==> src/rtl/usb_packet_rx_pkg.sv <==
// Shared types and constants for the USB packet-layer receiver.
// PID encodings, CRC polynomials/residuals, FSM states and PID classification.
package usb_packet_rx_pkg;

  typedef enum logic [3:0] {
    PID_OUT   = 4'h1,
    PID_IN    = 4'h9,
    PID_SOF   = 4'h5,
    PID_SETUP = 4'hD,
    PID_DATA0 = 4'h3,
    PID_DATA1 = 4'hB,
    PID_ACK   = 4'h2,
    PID_NAK   = 4'hA,
    PID_STALL = 4'hE
  } pid_t;

  localparam logic [4:0]  CRC5_POLY   = 5'h05;
  localparam logic [4:0]  CRC5_RESID  = 5'h0C;
  localparam logic [15:0] CRC16_POLY  = 16'h8005;
  localparam logic [15:0] CRC16_RESID = 16'h800D;

  typedef enum logic [2:0] {
    ST_IDLE,
    ST_PID,
    ST_TOKEN,
    ST_DATA,
    ST_HSHK,
    ST_DRAIN
  } state_t;

  // Unknown PIDs fall through to DRAIN; the caller flags pid_err.
  function automatic state_t pid_next(input logic [3:0] p);
    case (p)
      PID_OUT, PID_IN, PID_SOF, PID_SETUP: return ST_TOKEN;
      PID_DATA0, PID_DATA1:                return ST_DATA;
      PID_ACK, PID_NAK, PID_STALL:         return ST_HSHK;
      default:                             return ST_DRAIN;
    endcase
  endfunction

endpackage

==> src/rtl/usb_crc.sv <==
// Byte-wide CRC register, bits consumed LSB first as they appear on the wire.
// Initialises to all-ones on reset or clr; en folds in one byte.
module usb_crc #(
  parameter int           W    = 16,
  parameter logic [W-1:0] POLY = 16'h8005
) (
  input  logic         clk,
  input  logic         reset,
  input  logic         clr,
  input  logic         en,
  input  logic [7:0]   data,
  output logic [W-1:0] crc
);

  logic [W-1:0] crc_q;
  logic [W-1:0] crc_d;

  function automatic logic [W-1:0] crc_byte(input logic [W-1:0] c_in, input logic [7:0] d);
    logic [W-1:0] c;
    logic         fb;
    c = c_in;
    for (int i = 0; i < 8; i++) begin
      fb = c[W-1] ^ d[i];
      c  = {c[W-2:0], 1'b0};
      if (fb) c = c ^ POLY;
    end
    return c;
  endfunction

  always_comb begin
    crc_d = crc_q;
    if (clr)     crc_d = '1;
    else if (en) crc_d = crc_byte(crc_q, data);
  end

  always_ff @(posedge clk) begin
    if (reset) crc_q <= '1;
    else       crc_q <= crc_d;
  end

  assign crc = crc_q;

endmodule

==> src/rtl/usb_packet_rx.sv <==
// USB packet-layer receiver: PID check, token/SOF decode, CRC5/CRC16 check,
// payload forwarding with CRC bytes stripped, and a one-cycle end-of-packet status.
module usb_packet_rx
  import usb_packet_rx_pkg::*;
#(
  parameter int MAX_DATA = 64
) (
  input  logic        clk,
  input  logic        reset,
  input  logic [7:0]  rx_data,
  input  logic        rx_active,
  input  logic        rx_valid,
  input  logic        rx_error,
  output logic [3:0]  pid,
  output logic [6:0]  addr,
  output logic [3:0]  endp,
  output logic [10:0] frame,
  output logic [7:0]  out_data,
  output logic        out_valid,
  output logic        done,
  output logic        ok,
  output logic [3:0]  err
);

  localparam int               CNT_W     = $clog2(MAX_DATA + 5);
  localparam logic [CNT_W-1:0] CNT_MAX   = CNT_W'(MAX_DATA + 4);
  localparam logic [CNT_W-1:0] LEN_LIMIT = CNT_W'(MAX_DATA + 3);
  localparam logic [CNT_W-1:0] CNT_TOK   = CNT_W'(3);

  state_t           state_q, state_d;
  logic             active_q, active_d;
  logic [CNT_W-1:0] cnt_q, cnt_d;
  logic [3:0]       acc_err_q, acc_err_d;
  logic [7:0]       byte1_q, byte1_d;
  logic [7:0]       hold0_q, hold0_d, hold1_q, hold1_d;
  logic [1:0]       hcnt_q, hcnt_d;
  logic [3:0]       pid_q, pid_d;
  logic [6:0]       addr_q, addr_d;
  logic [3:0]       endp_q, endp_d;
  logic [10:0]      frame_q, frame_d;
  logic [7:0]       out_data_q, out_data_d;
  logic             out_valid_q, out_valid_d;
  logic             done_q, done_d;
  logic             ok_q, ok_d;
  logic [3:0]       err_q, err_d;
  logic [3:0]       eop_err;
  logic [4:0]       crc5;
  logic [15:0]      crc16;
  logic             byte_in;

  assign byte_in = rx_active && rx_valid && !rx_error;

  usb_crc #(.W(5), .POLY(CRC5_POLY)) u_crc5 (
    .clk(clk), .reset(reset), .clr(state_q == ST_IDLE),
    .en(byte_in && state_q == ST_TOKEN), .data(rx_data), .crc(crc5)
  );

  usb_crc #(.W(16), .POLY(CRC16_POLY)) u_crc16 (
    .clk(clk), .reset(reset), .clr(state_q == ST_IDLE),
    .en(byte_in && state_q == ST_DATA), .data(rx_data), .crc(crc16)
  );

  // Checks that can only be judged once the whole packet has been seen.
  always_comb begin
    eop_err = acc_err_q;
    case (state_q)
      ST_PID: eop_err[0] = 1'b1;
      ST_TOKEN: begin
        if (cnt_q != CNT_TOK)    eop_err[2] = 1'b1;
        if (crc5 != CRC5_RESID)  eop_err[1] = 1'b1;
      end
      ST_DATA: begin
        if (cnt_q < CNT_TOK)     eop_err[2] = 1'b1;
        if (crc16 != CRC16_RESID) eop_err[1] = 1'b1;
      end
      default: ;
    endcase
  end

  always_comb begin
    state_d     = state_q;
    active_d    = rx_active;
    cnt_d       = cnt_q;
    acc_err_d   = acc_err_q;
    byte1_d     = byte1_q;
    hold0_d     = hold0_q;
    hold1_d     = hold1_q;
    hcnt_d      = hcnt_q;
    pid_d       = pid_q;
    addr_d      = addr_q;
    endp_d      = endp_q;
    frame_d     = frame_q;
    out_data_d  = out_data_q;
    out_valid_d = 1'b0;
    done_d      = 1'b0;
    ok_d        = 1'b0;
    err_d       = 4'h0;
    if (state_q == ST_IDLE) begin
      // Only a genuine rising edge starts a packet, so one in flight at reset release is skipped.
      if (rx_active && !active_q) begin
        state_d   = ST_PID;
        cnt_d     = '0;
        acc_err_d = 4'h0;
        hcnt_d    = 2'd0;
      end
    end else if (!rx_active) begin
      done_d  = 1'b1;
      err_d   = eop_err;
      ok_d    = (eop_err == 4'h0);
      state_d = ST_IDLE;
    end else if (rx_error) begin
      acc_err_d[3] = 1'b1;
      state_d      = ST_DRAIN;
    end else if (rx_valid) begin
      cnt_d = (cnt_q == CNT_MAX) ? cnt_q : cnt_q + 1'b1;
      case (state_q)
        ST_PID: begin
          pid_d   = rx_data[3:0];
          state_d = pid_next(rx_data[3:0]);
          if (rx_data[7:4] != ~rx_data[3:0] || state_d == ST_DRAIN) begin
            acc_err_d[0] = 1'b1;
            state_d      = ST_DRAIN;
          end
        end
        ST_TOKEN: begin
          if (cnt_q == CNT_W'(1)) byte1_d = rx_data;
          if (cnt_q == CNT_W'(2)) begin
            addr_d  = byte1_q[6:0];
            endp_d  = {rx_data[2:0], byte1_q[7]};
            frame_d = {rx_data[2:0], byte1_q};
          end
        end
        ST_DATA: begin
          if (cnt_q == LEN_LIMIT) begin
            acc_err_d[2] = 1'b1;
            state_d      = ST_DRAIN;
          end else if (hcnt_q == 2'd2) begin
            out_data_d  = hold0_q;
            out_valid_d = 1'b1;
            hold0_d     = hold1_q;
            hold1_d     = rx_data;
          end else if (hcnt_q == 2'd1) begin
            hold1_d = rx_data;
            hcnt_d  = 2'd2;
          end else begin
            hold0_d = rx_data;
            hcnt_d  = 2'd1;
          end
        end
        ST_HSHK: acc_err_d[2] = 1'b1;
        default: ;
      endcase
    end
  end

  always_ff @(posedge clk) begin
    if (reset) begin
      state_q     <= ST_IDLE;
      active_q    <= 1'b1;
      cnt_q       <= '0;
      acc_err_q   <= 4'h0;
      hcnt_q      <= 2'd0;
      pid_q       <= 4'h0;
      addr_q      <= 7'h0;
      endp_q      <= 4'h0;
      frame_q     <= 11'h0;
      out_data_q  <= 8'h0;
      out_valid_q <= 1'b0;
      done_q      <= 1'b0;
      ok_q        <= 1'b0;
      err_q       <= 4'h0;
    end else begin
      state_q     <= state_d;
      active_q    <= active_d;
      cnt_q       <= cnt_d;
      acc_err_q   <= acc_err_d;
      hcnt_q      <= hcnt_d;
      pid_q       <= pid_d;
      addr_q      <= addr_d;
      endp_q      <= endp_d;
      frame_q     <= frame_d;
      out_data_q  <= out_data_d;
      out_valid_q <= out_valid_d;
      done_q      <= done_d;
      ok_q        <= ok_d;
      err_q       <= err_d;
    end
    byte1_q <= byte1_d;
    hold0_q <= hold0_d;
    hold1_q <= hold1_d;
  end

  assign pid       = pid_q;
  assign addr      = addr_q;
  assign endp      = endp_q;
  assign frame     = frame_q;
  assign out_data  = out_data_q;
  assign out_valid = out_valid_q;
  assign done      = done_q;
  assign ok        = ok_q;
  assign err       = err_q;

endmodule

==> config.mk <==
export PLATFORM = sky130hd
export DESIGN_NAME = usb_packet_rx
export DESIGN_NICKNAME = d
export VERILOG_FILES = /design/src/rtl/usb_packet_rx_pkg.sv /design/src/rtl/usb_crc.sv /design/src/rtl/usb_packet_rx.sv
export SDC_FILE = /design/constraint.sdc
export NUM_CORES = 1
export LEC_CHECK = 0
export ABC_AREA = 1
export CORE_UTILIZATION = 55
export DETAILED_ROUTE_END_ITERATION = 6
export GPL_TIMING_DRIVEN = 0
export PLACE_DENSITY_LB_ADDON = 0.1
export SLEW_MARGIN = 10
export SYNTH_ARGS = -nofsm -noshare
export SYNTH_HDL_FRONTEND = slang
export SYNTH_HIERARCHICAL = 1
export SYNTH_SLANG_ARGS = --single-unit
==> constraint.sdc <==
create_clock -name clk -period 4.21 [get_ports clk]
set_input_delay 0.6315 -clock clk [delete_from_list [all_inputs] [get_ports clk]]
set_output_delay 0.6315 -clock clk [all_outputs]
set_load 0.005 [all_outputs]
**Yosys cells after proc, flatten, opt, wreduce, memory -nomap -nowiden**

Memory sizes are Yosys's and may differ from the RTL's.
Index checks and enable logic that the tools add are counted.
Widths: inputs -> output; s select.

- Register bits: 102
- Bits in read-only memories: 48
- Input bits: 13
- Output and inout port bits: 41
- Logic and storage cells: 219
- Memories kept: 1

- $add $sub $neg: 1
- Order comparisons: 1
- Equality and inequality tests: 25
- Mux-type cells: 98
- Bitwise gates (word level): 39
- Reduce and logical (&&, ||, !) cells: 33

Memories:

| memory | depth | width | read ports | clocked after memory_dff | wr ports | RTL line | text |
|---|---|---|---|---|---|---|---|
| (no name shown) | 16 | 3 | 1 | 0 | 0 | usb_packet_rx_pkg.sv:33 | `case (p)` |

Operators with widths:

| cell | count |
|---|---|
| $mux 16 | 22 |
| $mux 5 | 14 |
| $mux 3 | 20 |
| $mux 7 | 6 |
| $mux 8 | 4 |
| $reduce_and 7->1 | 4 |
| $not 3->3 | 8 |
| $reduce_and 6->1 | 4 |
| $mux 2 | 11 |
| $mux 1 | 17 |
| $ne 16x16->1 const B | 1 |
| $not 2->2 | 8 |
| $xor 1x1->1 | 16 |
| $eq 7x7->1 const B | 2 |
| $reduce_bool 2->1 | 7 |
| $reduce_and 5->1 | 2 |
| $ne 2x1->1 const B | 4 |
| $add 7x1->7 const B | 1 |
| $eq 7x1->1 const B | 1 |
| $eq 7x2->1 const B | 1 |
| $lt 7x2->1 const B | 1 |
| $ne 7x2->1 const B | 1 |
| $reduce_or 7->1 | 1 |
| $eq 3x2->1 const B | 2 |
| other kinds (27) | 39 |

**Depth between registers and ports, before layout**

- Depth in word-level cells: 31
- Mapped depth: 18
- Mapped depth without buffers: 18

**Hierarchy**

The synthesis kept the hierarchy.

By module, submodules not included:

| module | times used | cells an instance | area an instance (um^2) | seq. area each (um^2) |
|---|---|---|---|---|
| usb_packet_rx | 1 | 421 | 3,334.4 | 1,641.6 |
| usb_crc (u_crc16) | 1 | 137 | 997.2 | 320.3 |
| usb_crc (u_crc5) | 1 | 87 | 524.3 | 100.1 |

**Least setup slack after synthesis**

Ideal clock, no wire load.

- Path type: in2reg
- Start point: input port rx_active
- End point: register hold1_q[0], enable pin
- Setup time: 370 ps
- Data arrival time: 1,660 ps
- Required time: 3,840 ps
- Setup slack: 2,180 ps
- Stages: 8
- Path buffers: 1
- Cell sequence: inv_2 > nor2_4 > nand2_2 > nor2_2 > and2_4 > buf_6 > inv_1 > nor2_1

- Longest elaborated chain between the ends: 1

Ends and longest elaborated chain:

| item | RTL line | text |
|---|---|---|
| start: declaration | usb_packet_rx.sv:11 | `input logic rx_active,` |
| $reduce_and 7->1 (no source line) | -- |  |
| end signal: assignment | usb_packet_rx.sv:190 | `hold1_q <= hold1_d;` |
| end: declaration | usb_packet_rx.sv:35 | `logic [7:0] hold0_q, hold0_d, hold1_q, hold1_d;` |

Every way passes these cells.
A chain may end at the register's enable or synchronous reset.

**Worst setup path after layout**

- Start point: input port rx_data[0]
- End point: register u_crc16.crc_q[15] (netlist: u_crc16/crc[15])

- Longest elaborated chain between the ends: 30

Ends and longest elaborated chain:

| item | RTL line | text |
|---|---|---|
| start: declaration | usb_packet_rx.sv:10 | `input logic [7:0] rx_data,` |
| $xor 1x1->1 | usb_crc.sv:23 | `fb = c[W-1] ^ d[i];` |
| $mux 16 | usb_crc.sv:25 | `if (fb) c = c ^ POLY;` |
| $mux 16 | usb_crc.sv:33 | `else if (en) crc_d = crc_byte(crc_q, data);` |
| $mux 16 | usb_crc.sv:32 | `if (clr) crc_d = '1;` |
| $xor 1x1->1 | usb_crc.sv:23 |  |
| $mux 16 | usb_crc.sv:25 |  |
| $mux 16 | usb_crc.sv:33 |  |
| $mux 16 | usb_crc.sv:32 |  |
| [... 14 more ...] | -- |  |
| $mux 16 | usb_crc.sv:33 |  |
| $mux 16 | usb_crc.sv:32 |  |
| $xor 1x1->1 | usb_crc.sv:23 |  |
| $mux 16 | usb_crc.sv:25 |  |
| $mux 16 | usb_crc.sv:33 |  |
| $mux 16 | usb_crc.sv:32 |  |
| $xor 1x1->1 | usb_crc.sv:23 |  |
| $mux 16 | usb_crc.sv:25 |  |
| end signal: assignment | usb_crc.sv:38 | `else crc_q <= crc_d;` |
| end: declaration | usb_crc.sv:15 | `logic [W-1:0] crc_q;` |

Every way passes these cells. The select of a mux whose other input is x is not followed.

==> results.json <==
{
  "end_kind": "flip-flop",
  "cp.required_ns": 4.47,
  "grt_pass1_wl_um": 17700,
  "clkTransAtPathRegs_ns": 0.09,
  "yosys_register_bits": 91,
  "worst-setup-path-type": "in2reg",
  "pin_count": 54,
  "worst_pin_slew_ns": 0.753,
  "cts_hold_buf": 0,
  "core_mm2": 0.00838,
  "antenna_left": 0,
  "drc": 0,
  "grt_max_degree": 18,
  "timing.final.crit_share": 0.654,
  "critPathMaxFanout": 13,
  "grt_pass1_vias": 3871,
  "place_congestion": 0.934,
  "synth_commonest_cells": "nand2_1, nor2_1, dfxtp_1, inv_1, nand3_1",
  "hold_path_class": "reg2reg",
  "firstDrtPassIters": 6,
  "yosysMostFrequentCell": "nand2_1",
  "slew_headroom": 0.496,
  "fp.dieW_um": 96.0,
  "insertion_delay_ns": 0.36,
  "grt.total_usage": 0.250,
  "cts_root_buffer": "clkbuf_8",
  "drive_gt1_frac": 0.136,
  "setup-tns-final_ns": 0,
  "synth-edff-count": 24,
  "die_y_um": 96.0,
  "peakVddDrop_uv": 187,
  "vias_per_cell": 5.18,
  "die_area_mm2": 0.00921,
  "synth_area_mm2": 0.00486,
  "power_density_mw_per_mm2": 401,
  "synth_warnings": 6,
  "wl_per_cell_um": 13.0,
  "setup_violations": 0,
  "start_util": 0.579,
  "post_cts_buffers": 0,
  "synth.largest_area_cell": "dfxtp_1",
  "netlist_instances": 645,
  "skew_ns": 0.00633,
  "nets": 732,
  "h-tree-depth": 3,
  "portBuffers": 53,
  "wirelength_um": 10700,
  "maxCapViolCount": 0,
  "cts_made_buffers": 9,
  "cts_resized": 0,
  "async_flop_share": 0,
  "dp_hpwl_um": 8240,
  "synth_top_area_frac": 0.276,
  "worstPathArrival_ns": 3.01,
  "hold_violations": 0,
  "hold_slack_ns": 0.462,
  "antennaDiodeCount": 0,
  "syn_nets": 668,
  "cts_tree": "built",
  "antenna_found_initial": 0,
  "fillers": 755,
  "seq_area_frac_synth": 0.425,
  "startpoint_type": "input pin",
  "synth_cell_types": 38,
  "dr.first_iter.drc_count": 216,
  "synth_top_flop_cell": "dfxtp_1",
  "grt_overflow": 0,
  "area_delta_synth_final_pct": 17.9,
  "total_leakage_power_nw": 2.46,
  "clock_sinks": 91,
  "avgSynthCellArea_um2": 7.53,
  "status": "finished clean",
  "rsz0062_at_grt": "no",
  "post-route-min-period_ns": 2.75,
  "drv_slew": 0,
  "clockBufferDepth": 2,
  "fmax_mhz": 363,
  "synth_area_leaders": "dfxtp_1, edfxtp_1, nand2_1, nor2_1, nand3_1",
  "via_count": 4239,
  "rows": 33
}
==> registers in the layout (all words and copies together), names as in the netlist <==
name and flops:
u_crc16/crc 16, byte1_q 8, hold0_q 8, hold1_q 8, out_data 8, cnt_q 7
addr 6, u_crc5/crc 5, err 4, pid 4, acc_err_q 3, endp 3
state_q 3, frame 2, hcnt_q 2, active_q 1, done 1, ok 1
out_valid 1
==> power by group <==
part	total, mW	switching [mW]	internal [mW]
combinational	0.664	0.436	0.228
sequential	1.01	0.0474	0.961
clock	0.625	0.339	0.286
==> per-layer routing <==
metal	part of all wire	track usage
met5	0	0
met3	0.048	0.0529
met2	0.49	0.434
met4	0.013	0.0585
met1	0.45	0.317
==> critical path: stages <==
cell and delay [ns]:
clkdlybuf4s50_1 0.79, inv_1 0.12, nand2_1 0.09, nand2_1 0.08, nand2_2 0.13, nand2_4 0.09, nand2_4 0.08, nand2_4 0.07
nand2_2 0.09, nand3_4 0.09, nand2_4 0.11, nand2_4 0.06, nand3_1 0.08, nand3_1 0.15, nand2_2 0.14, nand2_1 0.06
nand3_1 0.07, nand2_1 0.05
==> layout by cell type (no fill, tap or decap), types with 13 or more instances in the layout <==
cell type,Yosys,final
a21oi_1,43,43
clkdlybuf4s50_1,0,53
dfxtp_1,67,67
edfxtp_1,24,24
inv_1,64,64
nand2_1,160,160
nand2_2,17,17
nand3_1,52,52
nor2_1,75,75
o21ai_0,18,18
o21ai_1,13,13
==> final cells by class <==
| type | count | area, um^2 | area share |
|---|---|---|---|
| Multi-Input combinational cell | 454 | 2350 | 0.410 |
| Sequential cell | 91 | 2060 | 0.360 |
| Timing Repair Buffer | 53 | 531 | 0.0927 |
| Inverter | 75 | 282 | 0.0492 |
| Buffer | 25 | 166 | 0.0291 |
| Tap cell | 105 | 131 | 0.0230 |
| Clock buffer | 9 | 124 | 0.0216 |
| Clock inverter | 7 | 82.6 | 0.0144 |
==> per-stage QoR <==
step	power, mW	instances	instance area [um^2]	util	setup WS [ns]
after detailed placement	1.68	803	5520	0.658	1.12
after CTS	2.30	819	5720	0.683	1.51
final	2.30	819	5720	0.683	1.46
after floorplan	1.50	645	4860	-	2.18
after global placement	1.66	803	5520	0.658	1.21
after global routing	2.43	819	5720	0.683	1.32
==> worst paths after layout <==
path | start | to | slack, ns | depth (start not counted)
setup / recovery | rx_data[0] | u_crc16/crc[15] | 1.46 | 18
hold / removal | out_data[3] | out_data[3] | 0.46 | 2
setup reg to reg | cnt_q[0] | hold1_q[3] | 1.97 | 8
hold reg to reg | out_data[3] | out_data[3] | 0.46 | 2
==> kinds of logic (layout without fill, tap and decap cells) <==
family,Yosys count,in the layout,synth area share
AOI/OAI and AO/OA,81,81,0.0871
adders and majority gates,10,10,0.0258
buffers and inverters,100,169,0.0922
and+or+nand+nor,350,350,0.345
xor gates and xnor gates,13,13,0.0250
DFF,91,91,0.425
No activity file was read; power rests on OpenSTA's default activity.
